--- config.mk ---
export PLATFORM = sky130hd
export DESIGN_NAME = lcrc_tx_ctrl
export DESIGN_NICKNAME = d
export VERILOG_FILES = /design/src/rtl/lcrc_pkg.sv /design/src/rtl/lcrc_byte_engine.sv /design/src/rtl/lcrc_tx_ctrl.sv
export SDC_FILE = /design/constraint.sdc
export NUM_CORES = 1
export LEC_CHECK = 0
export ABC_AREA = 1
export CAP_MARGIN = 30
export CORE_MARGIN = 3
export CORE_UTILIZATION = 35
export CTS_BUF_LIST = sky130_fd_sc_hd__clkbuf_8
export CTS_CLUSTER_SIZE = 12
export DETAILED_ROUTE_END_ITERATION = 8
export GPL_TIMING_DRIVEN = 0
export PLACE_DENSITY_LB_ADDON = 0.15
export SYNTH_ARGS = -nofsm -noshare
export SYNTH_HDL_FRONTEND = slang
export SYNTH_SLANG_ARGS = --single-unit
export TNS_END_PERCENT = 100
--- constraint.sdc ---
create_clock -name clk -period 2.11 [get_ports clk]
set_input_delay 0.633 -clock clk [delete_from_list [all_inputs] [get_ports clk]]
set_output_delay 0.633 -clock clk [all_outputs]
set_load 0.005 [all_outputs]
--- src/rtl/lcrc_pkg.sv ---
// Shared types and constants for the LCRC transmit sequencer.
package lcrc_pkg;

    localparam int          SEQ_W      = 12;
    localparam logic [11:0] SEQ_MAX    = 12'd4095;
    localparam logic [31:0] LCRC_POLY  = 32'hEDB88320;
    localparam logic [31:0] LCRC_SEED  = 32'hFFFFFFFF;

    typedef enum logic [2:0] {
        IDLE    = 3'd0,
        SEQ_HI  = 3'd1,
        SEQ_LO  = 3'd2,
        PAYLOAD = 3'd3,
        CRC0    = 3'd4,
        CRC1    = 3'd5,
        CRC2    = 3'd6,
        CRC3    = 3'd7
    } lcrc_state_e;

endpackage

--- src/rtl/lcrc_byte_engine.sv ---
// Combinational reflected CRC-32 step: folds one byte, LSB first, into crc_i.
module lcrc_byte_engine
    import lcrc_pkg::*;
(
    input  logic [31:0] crc_i,
    input  logic [7:0]  data_i,
    output logic [31:0] crc_o
);

    logic [31:0] c;

    // Eight serial shift/xor steps unrolled into one combinational cone.
    always_comb begin
        c = crc_i;
        for (int i = 0; i < 8; i++) begin
            if (c[0] ^ data_i[i]) c = (c >> 1) ^ LCRC_POLY;
            else                  c = c >> 1;
        end
        crc_o = c;
    end

endmodule

--- src/rtl/lcrc_tx_ctrl.sv ---
// Transmit sequencer: prepends the 12-bit sequence header to a TLP byte
// stream and appends the 4-byte LCRC, LSB first, through one output slot.
// Optional feature: define LCRC_TX_NULLIFY_EN to add in_nullify, which sends
// the un-complemented CRC and leaves next_seq unchanged.
module lcrc_tx_ctrl
    import lcrc_pkg::*;
#(
    parameter int WIDTH = 8,
    parameter int SEQ_W = lcrc_pkg::SEQ_W
) (
    input  logic             clk,
    input  logic             reset,
    input  logic [WIDTH-1:0] in_data,
    input  logic             in_valid,
    input  logic             in_last,
`ifdef LCRC_TX_NULLIFY_EN
    input  logic             in_nullify,
`endif
    output logic             in_ready,
    output logic [WIDTH-1:0] out_data,
    output logic             out_valid,
    output logic             out_last,
    input  logic             out_ready,
    output logic [SEQ_W-1:0] next_seq,
    output logic             tlp_done
);

    lcrc_state_e      state_q, state_d;
    logic [31:0]      crc_q, crc_d;
    logic [SEQ_W-1:0] seq_q, seq_d;
    logic [7:0]       odata_q, odata_d;
    logic             ovld_q, ovld_d;
    logic             olast_q, olast_d;
    logic             done_q, done_d;
    logic             nul_q, nul_d;

    logic             free;
    logic [7:0]       eng_byte;
    logic [31:0]      eng_crc;
    logic [31:0]      crc_fin;

    assign free = !ovld_q || out_ready;

`ifdef LCRC_TX_NULLIFY_EN
    assign crc_fin = nul_q ? crc_q : ~crc_q;
`else
    assign crc_fin = ~crc_q;
`endif

    // Select which byte the CRC engine folds this cycle: header or payload.
    always_comb begin
        eng_byte = in_data;
        case (state_q)
            SEQ_HI:  eng_byte = {4'b0, seq_q[11:8]};
            SEQ_LO:  eng_byte = seq_q[7:0];
            default: eng_byte = in_data;
        endcase
    end

    lcrc_byte_engine u_eng (
        .crc_i  (crc_q),
        .data_i (eng_byte),
        .crc_o  (eng_crc)
    );

    // Next-state, slot loading and CRC/sequence update.
    always_comb begin
        state_d  = state_q;
        crc_d    = crc_q;
        seq_d    = seq_q;
        odata_d  = odata_q;
        ovld_d   = ovld_q;
        olast_d  = olast_q;
        done_d   = 1'b0;
        nul_d    = nul_q;
        in_ready = 1'b0;
        // A free slot drains unless something is loaded below.
        if (free) begin
            ovld_d  = 1'b0;
            olast_d = 1'b0;
        end
        case (state_q)
            IDLE: begin
                crc_d = LCRC_SEED;
                nul_d = 1'b0;
                if (in_valid && free) state_d = SEQ_HI;
            end
            SEQ_HI, SEQ_LO: begin
                if (free) begin
                    odata_d = eng_byte;
                    ovld_d  = 1'b1;
                    crc_d   = eng_crc;
                    state_d = (state_q == SEQ_HI) ? SEQ_LO : PAYLOAD;
                end
            end
            PAYLOAD: begin
                in_ready = free;
                if (free && in_valid) begin
                    odata_d = eng_byte;
                    ovld_d  = 1'b1;
                    crc_d   = eng_crc;
                    if (in_last) begin
                        state_d = CRC0;
`ifdef LCRC_TX_NULLIFY_EN
                        nul_d   = in_nullify;
`endif
                    end
                end
            end
            CRC0, CRC1, CRC2: begin
                if (free) begin
                    ovld_d = 1'b1;
                    case (state_q)
                        CRC0:    begin odata_d = crc_fin[7:0];   state_d = CRC1; end
                        CRC1:    begin odata_d = crc_fin[15:8];  state_d = CRC2; end
                        default: begin odata_d = crc_fin[23:16]; state_d = CRC3; end
                    endcase
                end
            end
            CRC3: begin
                // First visit loads the final byte; then wait for its handshake.
                if (olast_q) begin
                    if (out_ready) begin
                        state_d = IDLE;
                        done_d  = 1'b1;
                        if (!nul_q) seq_d = seq_q + 1'b1;
                    end
                end else if (free) begin
                    odata_d = crc_fin[31:24];
                    ovld_d  = 1'b1;
                    olast_d = 1'b1;
                end
            end
            default: state_d = IDLE;
        endcase
    end

    // State registers; reset discards any partial frame.
    always_ff @(posedge clk or posedge reset) begin
        if (reset) begin
            state_q <= IDLE;
            crc_q   <= LCRC_SEED;
            seq_q   <= '0;
            odata_q <= '0;
            ovld_q  <= 1'b0;
            olast_q <= 1'b0;
            done_q  <= 1'b0;
            nul_q   <= 1'b0;
        end else begin
            state_q <= state_d;
            crc_q   <= crc_d;
            seq_q   <= seq_d;
            odata_q <= odata_d;
            ovld_q  <= ovld_d;
            olast_q <= olast_d;
            done_q  <= done_d;
            nul_q   <= nul_d;
        end
    end

    assign out_data  = odata_q;
    assign out_valid = ovld_q;
    assign out_last  = olast_q;
    assign next_seq  = seq_q;
    assign tlp_done  = done_q;

endmodule

# [Yosys cells after proc, flatten, opt, wreduce, memory -nomap -nowiden]
# Cells that the tools add are included.
# Widths: inputs -> output; s select.
[classes] n_addsub=1 n_eq_ne=16 n_mux=42 bitwise=17 n_reduce_logical=13
[op_table] operator="$mux 32" count=10
[op_table] operator="$not 13->14" count=8
[op_table] operator="$pmux 32 s3" count=1
[op_table] operator="$mux 8" count=5
[op_table] operator="$not 32->32" count=1
[op_table] operator="$pmux 8 s2" count=2
[op_table] operator="$pmux 8 s4" count=1
[op_table] operator="$mux 3" count=7
[op_table] operator="$ne 2x2->1 const B" count=9
[op_table] operator="$pmux 3 s5" count=1
[op_table] operator="$mux 1" count=13
[op_table] operator="$add 12x1->12 const B" count=1
[op_table] operator="$eq 3x3->1 const B" count=4
[op_table] operator="$xor 1x1->1" count=8
[op_table] operator="$reduce_and 7->1" count=1
[op_table] operator="$eq 3x2->1 const B" count=2
[op_table] operator="$reduce_and 3->1" count=2
[op_table] operator="$reduce_and 6->1" count=1
[op_table] operator="$reduce_or 5->1" count=1
[op_table] operator="$pmux 2 s2" count=1
[op_table] operator="$reduce_bool 4->1" count=1
[op_table] operator="$eq 3x1->1 const B" count=1
[op_table] operator="$logic_not 3->1" count=1
[op_table] operator="$pmux 1 s3" count=1
[op_table] operator="6 further kinds" count=6
[word_totals] ff_bits=58 output_inout_bits=24 wordCells=96

# [Logic depth before layout (Yosys ltp)]
[depth] ltp_word=20 mapped_depth=18 mapped_depth_nobuf=18

# [Modules after synthesis]
# A second synthesis with hierarchy kept.
[unflattened] cells_unflattened=632 hier_area_um2=4598.2
[modules_own_cells] mod="lcrc_tx_ctrl" n_inst=1 cells_each=437 area_per_inst_um2=3364.5 seq_area_each_um2=1491.4
[modules_own_cells] mod="lcrc_byte_engine" n_inst=1 cells_each=195 area_per_inst_um2=1233.7 seq_area_each_um2=0.0

# [Worst setup path after synthesis]
# Ideal clock, no wire load.
[synth_path] kind="input port to flip-flop" start="input out_ready" end="register crc_q[0]" setup_ns=0.078 arrival_ns=1.893 required_time_ns=2.032 slack_ns=0.139 path_stages=10 path_buffers=1 path_cell_list="inv_1 -> nand2_1 -> nand2_1 -> a21oi_1 -> o21ai_0 -> nor2_1 -> buf_2 -> o21ai_0 -> o22ai_1 -> inv_1"
[synth_via] elab_chain_len=4 word_cells_on_any_way=5
[synth_lines] item="start, declared" line_no="lcrc_tx_ctrl.sv:23" source="input logic out_ready,"
[synth_lines] item="$logic_or 1x1->1 *" line_no="lcrc_tx_ctrl.sv:42" source="assign free = !ovld_q || out_ready;"
[synth_lines] item="$logic_and 1x1->1" line_no="lcrc_tx_ctrl.sv:98" source="if (free && in_valid) begin"
[synth_lines] item="$ne 2x2->1 (no line)"
[synth_lines] item="$reduce_and 3->1 (no line) *"
[synth_lines] item="end signal, assigned" line_no="lcrc_tx_ctrl.sv:151" source="crc_q <= crc_d;"
[synth_lines] item="end, declared" line_no="lcrc_tx_ctrl.sv:29" source="logic [31:0] crc_q, crc_d;"
# Every way passes the cells marked *; elsewhere a longest branch is shown, timed or not.
# A chain may end at the register's enable or synchronous reset.

# [Final worst setup path]
[layout_path] start="register state_q[0]" end="register crc_q[5]"
[layout_via] elab_chain_len=13 word_cells_on_any_way=26
[layout_lines] item="start, declared" line_no="lcrc_tx_ctrl.sv:28" source="lcrc_state_e state_q, state_d;"
[layout_lines] item="start signal, assigned" line_no="lcrc_tx_ctrl.sv:150" source="state_q <= state_d;"
[layout_lines] item="$eq 3x2->1 / $eq 3x1->1 (equally long branches)" line_no="lcrc_tx_ctrl.sv:53, lcrc_tx_ctrl.sv:82"
[layout_lines] item="$pmux 8 s2" line_no="lcrc_tx_ctrl.sv:53" source="case (state_q)"
[layout_lines] item="$xor 1x1->1" line_no="lcrc_byte_engine.sv:16" source="if (c[0] ^ data_i[i]) c = (c >> 1) ^ LCRC_POLY;"
[layout_lines] item="$mux 32 (6 in series)" line_no="lcrc_byte_engine.sv:16"
[layout_lines] item="$xor 1x1->1" line_no="lcrc_byte_engine.sv:16"
[layout_lines] item="$mux 32" line_no="lcrc_byte_engine.sv:16"
[layout_lines] item="$mux 32, on equally long branches" line_no="lcrc_tx_ctrl.sv:98, lcrc_tx_ctrl.sv:89"
[layout_lines] item="$pmux 32 s3" line_no="lcrc_tx_ctrl.sv:82" source="case (state_q)"
# Parallel ways exist; a longest one is shown, timed or not. The select of a mux whose other input is x is not followed.

==> metrics.csv <==
metric,value,unit
Mapped Area,4120,sq um
launching element type of the critical path,flip-flop,
synth unique cells,46,
sequential share of the synthesized area,36.2,%
CP cell instances,buf_6 > nand3_4 > nand2_8 > buf_12 > or2_4 > nand2_4 > nand2_2 > nand2_4 > nand2_2 > nand2_4 > xor2_1 > inv_1 > nand3_1 > o21ai_1 > nor2_1,
Worst Path Arrival,2440,ps
die height,115,um
worst min path class,flip-flop to flip-flop,
cts bufs inserted,9,
Final Skew,15.9,ps
Total GRT Usage,20.1,%
fin crit share,102,%
"FFs w/ async S/R, synth",100,%
"CTS clk-pin slew, worst paths",70,ps
Slew @ Worst Pin,686,ps
detailed placement HPWL,9.26,mm
Rows,39,
final WL,13.1,mm
"most common cell after layout, fill and taps aside",nand2_1,
Critical Path Fanout Max,6,
CTS tree,done,
Port Buffers,36,
number of global-route vias before repair,3982,
# DRC,0,
H-tree depth,3,
largest net degree at the start of global routing,31,
WS Path Type,flip-flop to flip-flop,
post-synthesis net count,578,
Synth area leader,dfstp_2,
#FFs+latches synth,58,
Setup crit end kind,flip-flop,
fill count,1099,
first-pass GRT wire length,20.4,mm
initial antenna violation count,0,
Synth Area per Inst,7.32,sq um
Final Hold Fails,0,
first-pass iteration count of the detailed router,5,
top-area cell type share of the netlist area,20.4,%
max-cap violations,0,
violated checks,setup timing,
placer's final routability congestion estimate,0.874,
antenna-violating nets left,0,
core area,11500,sq um
Post-synth EDFFs,0,
via count,4082,
critical path's slowest cell,dfrtp_2,
relative slew slack,54.2,%
Wirelength per Cell,16.2,um
die area,13100,sq um
Starting Density,36.0,%
DR iter-0 viols,247,
clk sinks,58,
Final WS setup,-52.2,ps
outcome,"complete, but fails checks",
CTS root buf,clkbuf_8,
max frequency,462,MHz
Syn Inst Count,563,
yosys synthesis warning count,0,
WHS,479,ps
Antenna Cells,0,
"Top FF cell, synth",dfstp_2,
# setup viols final,6,
most frequent cells in the layout,"nand2_1, inv_1, buf_4",
fraction of layout cells with a size suffix above 1,38.2,%
Overflow after GRT,0,
"Largest stage delay, worst path",460,ps
Area Overhead vs Synth,40.4,%
Ports,37,
routed vias/inst,5.05,
Max Slew Vio Count,0,
Most Frequent Cell on Critical Path,nand2_4,
latest clock arrival within the worst-skew pair,360,ps
crit path time final,2160,ps
die width,115,um
Max clock buf depth,2,
largest cells by area after synthesis,"dfstp_2, dfrtp_1, nand2_1",
RSZ-0062 raised after global routing,true,
layout net count,675,
cts hold-fix bufs,0,
WP data required,2390,ps
-- sequential cells by signal, indices dropped and copies added, names as in the netlist --
register,count
state_q,3
out_last,1
out_data,8
out_valid,1
crc_q,32
tlp_done,1
next_seq,12
-- layout make-up --
class | count | area (sq um) | share of cell area (%)
Buffer | 8 | 78.8 | 1.36
Multi-Input combinational cell | 401 | 2690 | 46.4
Timing Repair Buffer | 86 | 772 | 13.3
Tap cell | 143 | 179 | 3.09
Sequential cell | 58 | 1490 | 25.8
Inverter | 96 | 374 | 6.46
Clock inverter | 5 | 52.6 | 0.908
Clock buffer | 11 | 151 | 2.62
-- cell families after synthesis --
logic type,synth area share [%]
AOI/OAI and AO/OA,10.7
xor gates and xnor gates,8.50
adders and majority gates,0.607
buffers and inverters,10.2
DFF,36.2
and+or+nand+nor,33.7
-- layer usage --
layer	wire (um)	vias to the layer above	global-route usage, %	share of wire (%)
met5	0	-	0	0
met4	301	0	6.33	2.3
met3	652	26	3.81	5.0
met2	6360	104	32.6	49
met1	5770	1976	27.1	44
li1	-	1976	-	-
-- through the flow --
| stage | util (%) | TNS (ps) | instance area, sq um | setup slack (ps) | std cells |
|---|---|---|---|---|---|
| 6_report | 50.5 | -126 | 5790 | -52.2 | 808 |
| 2_1_floorplan | - | 0 | 4120 | 102 | 563 |
| 3_5_place_dp | 40.8 | -32570 | 4680 | -1020 | 743 |
| 5_1_grt | 50.5 | -2070 | 5790 | -148 | 808 |
| 4_1_cts | 45.6 | -10.2 | 5230 | -10.2 | 782 |
| 3_3_place_gp | 40.7 | -83990 | 4660 | -1210 | 742 |
-- critical path, delay by kind of cell, from the launching register on --
| family | cells | cell delay (ps) |
|---|---|---|
| buf+inv | 3 | 360 |
| compound gates | 1 | 60 |
| xor+xnor | 1 | 150 |
| flops | 1 | 460 |
| simple gates | 10 | 1050 |
-- what timing repair did --
item,in CTS,in global routing
setup buffers,23,26
pin swaps,10,46
gates resized for setup,48,109
endpoints found under the setup margin,43,35
-- path summary, 6_finish.rpt --
check,startpoint,to,slack [ps],cells past startpoint
max in group asynchronous,reset,crc_q[0],740,3
min in group asynchronous,reset,crc_q[30],1070,2
worst max-delay path,state_q[0],crc_q[5],-50,15
worst min-delay path,out_data[5],out_data[5],480,2
worst min register to register,out_data[5],out_data[5],480,2
worst max register to register,state_q[0],crc_q[5],-50,15
-- cell usage after synthesis (8+ instances only) --
cell,count
inv_1,90
nand2_4,9
o21ai_0,22
nand2_2,19
dfrtp_1,26
nor2_1,38
xnor2_1,8
dfstp_2,32
xor2_1,27
nand3_1,39
o21ai_1,8
o22ai_1,18
nand2_1,164
Power is not shown: default switching activity piles up to over one toggle a cycle in this logic, so the estimate is an artifact.
==> edit: new RTL, same settings <==
Build with the macro `LCRC_TX_NULLIFY_EN` defined.
--- a/src/rtl/lcrc_tx_ctrl.sv
+++ b/src/rtl/lcrc_tx_ctrl.sv
@@ -2,6 +2,8 @@
 // stream and appends the 4-byte LCRC, LSB first, through one output slot.
 // Optional feature: define LCRC_TX_NULLIFY_EN to add in_nullify, which sends
 // the un-complemented CRC and leaves next_seq unchanged.
+`define LCRC_TX_NULLIFY_EN
+
 module lcrc_tx_ctrl
     import lcrc_pkg::*;
 #(
Ports: changed (added in_nullify); port bits go from 37 to 38. No check against the original RTL was run, so the function may have changed too.
==> edit against the original RTL <==
The flow still finishes with violations (negative setup slack). Via count up 22%. Die area up 9.5%. Area after synthesis up 10%. Sequential cell count up 1. Cell area up 14%. Setup slack worse by 0.010 ns. Highest routed layer unchanged. Routed wire length up 31%.
Power is left out: the tool's default activity adds up to more than one toggle a clock period on the data nets, which glitch-free logic cannot reach.
==> edit: results <==
group,metric,value,unit
setup_path,crit_slowest_cell,"dfrtp_1",
sta,setup_violations,1,
setup_path,critPathTopFamily,"simple AND/OR/NAND/NOR gates",
sta,setup_slack,-0.0624,ns
sta,finalSetupTns,-0.0624,ns
cells_and_area,layout-drive-gt1-share,33.9,%
synthesis,synthTopCellsByArea,"dfstp_2 19%, nand2_1 17%, dfrtp_1 15%, inv_1 7.0%, nand3_1 6.4%",
run_status,violations,"negative setup slack",
grt,first_global_vias,4554,
cells_and_area,nNetsFinal,783,
grt,grt_max_degree,32,
synthesis,synthTopCellsByCount,"206 x nand2_1, 84 x inv_1, 58 x nand3_1",
placement,hpwl,11600,um
sta,finClkSkew,0.00774,ns
setup_path,cp_slowest_stage_delay,0.38,ns
synthesis,synth_edf_count,0,
placement,preCtsSetupSlack,-1.04,ns
synthesis,yosys_warnings,0,
grt,grtUsageTotal,23.6,%
placement,post_dp_cell_area,5140,um2
detailed_routing,routed_wl,17100,um
synthesis,synthCells,660,
placement,gp_congestion,0.931,
synthesis,synth_nets,676,
run_status,status,"finished, violations left",
detailed_routing,viasPerCell,5.30,
clocking,worstSkewPairLatency,0.37,ns
cells_and_area,diodes,0,
synthesis,synth_cell_type_count,45,
synthesis,seq_area_frac_synth,33.4,%
detailed_routing,drt_iter0_drc,469,
sta,fin_hold_ws,0.474,ns
detailed_routing,wl_per_cell,18.2,um
grt,grt_pass1_wl,25900,um
detailed_routing,dr.pass1.iters,6,
cells_and_area,top_register,"crc_q",
setup_path,cp_max_fo,10,
placement,dp.cells,866,
setup_path,cp.arrival,2.47,ns
placement,portBuffers,37,
sta,tightestPinTransition,0.671,ns
edit: cell count changes in the layout (fill, tap and decap cells not counted), sizes merged, moves of 3 or more:
cell and delta:
nand3 +15, o21ai +11, or2 -4, o211ai +4
clkbuf +5, xor2 +6, nand2 +27, a21oi +15
buf +12, xnor2 +5, nand4 +3
edit: final timing paths:
kind	depth (start not counted)	to	startpoint
max	12	crc_q[10]	state_q[0]
min	2	crc_q[20]	crc_q[20]
max reg2reg	12	crc_q[10]	state_q[0]
min reg2reg	2	crc_q[20]	crc_q[20]
max in group asynchronous	3	crc_q[7]	reset
min in group asynchronous	2	next_seq[11]	reset
edit: logic make-up (layout without fill, tap and decap cells):
family                   Yosys count  after routing  synth area share, %
AO/OA/AOI/OAI                    103            103                 13.6
buffers and inverters            112            224                 9.68
AND/OR/NAND/NOR                  335            335                 32.3
flip-flops                        59             59                 33.4
XOR/XNOR                          48             48                 10.2
multiplexers                       1              1                0.248
adder cells (fa/ha/maj)            2              2                0.552
edit: final cells by class:
class | instances | area [um2]
buffer | 15 | 125
fill | 1210 | 5740
timing repair buffer | 97 | 888
sequential | 59 | 1520
multi-input combinational | 489 | 3200
tap | 168 | 210
inverter | 96 | 394
clock inverter | 5 | 76.3
clock buffer | 11 | 151
edit: per-layer routing:
metal  up-vias  global-route usage (%)  part of all wire [%]
met5         -                       0                     0
met4         0                    9.88                   3.3
met3        42                    5.18                   7.9
met2       209                    36.1                    46
met1      2400                    32.2                    43
li1       2332                       -                     -
edit: tightest hold or removal path: stages, from the launching register on:
cell and delay, ns:
dfstp_2 0.37, nand2_1 0.05, nand2_1 0.05
edit: repair_timing:
item | in CTS | in global routing
resized for setup | 102 | 96
buffers inserted | 33 | 26
pin swaps | 22 | 46
cloned | 0 | 0
endpoints found under the setup margin | 43 | 44
hold buffers | 0 | 0
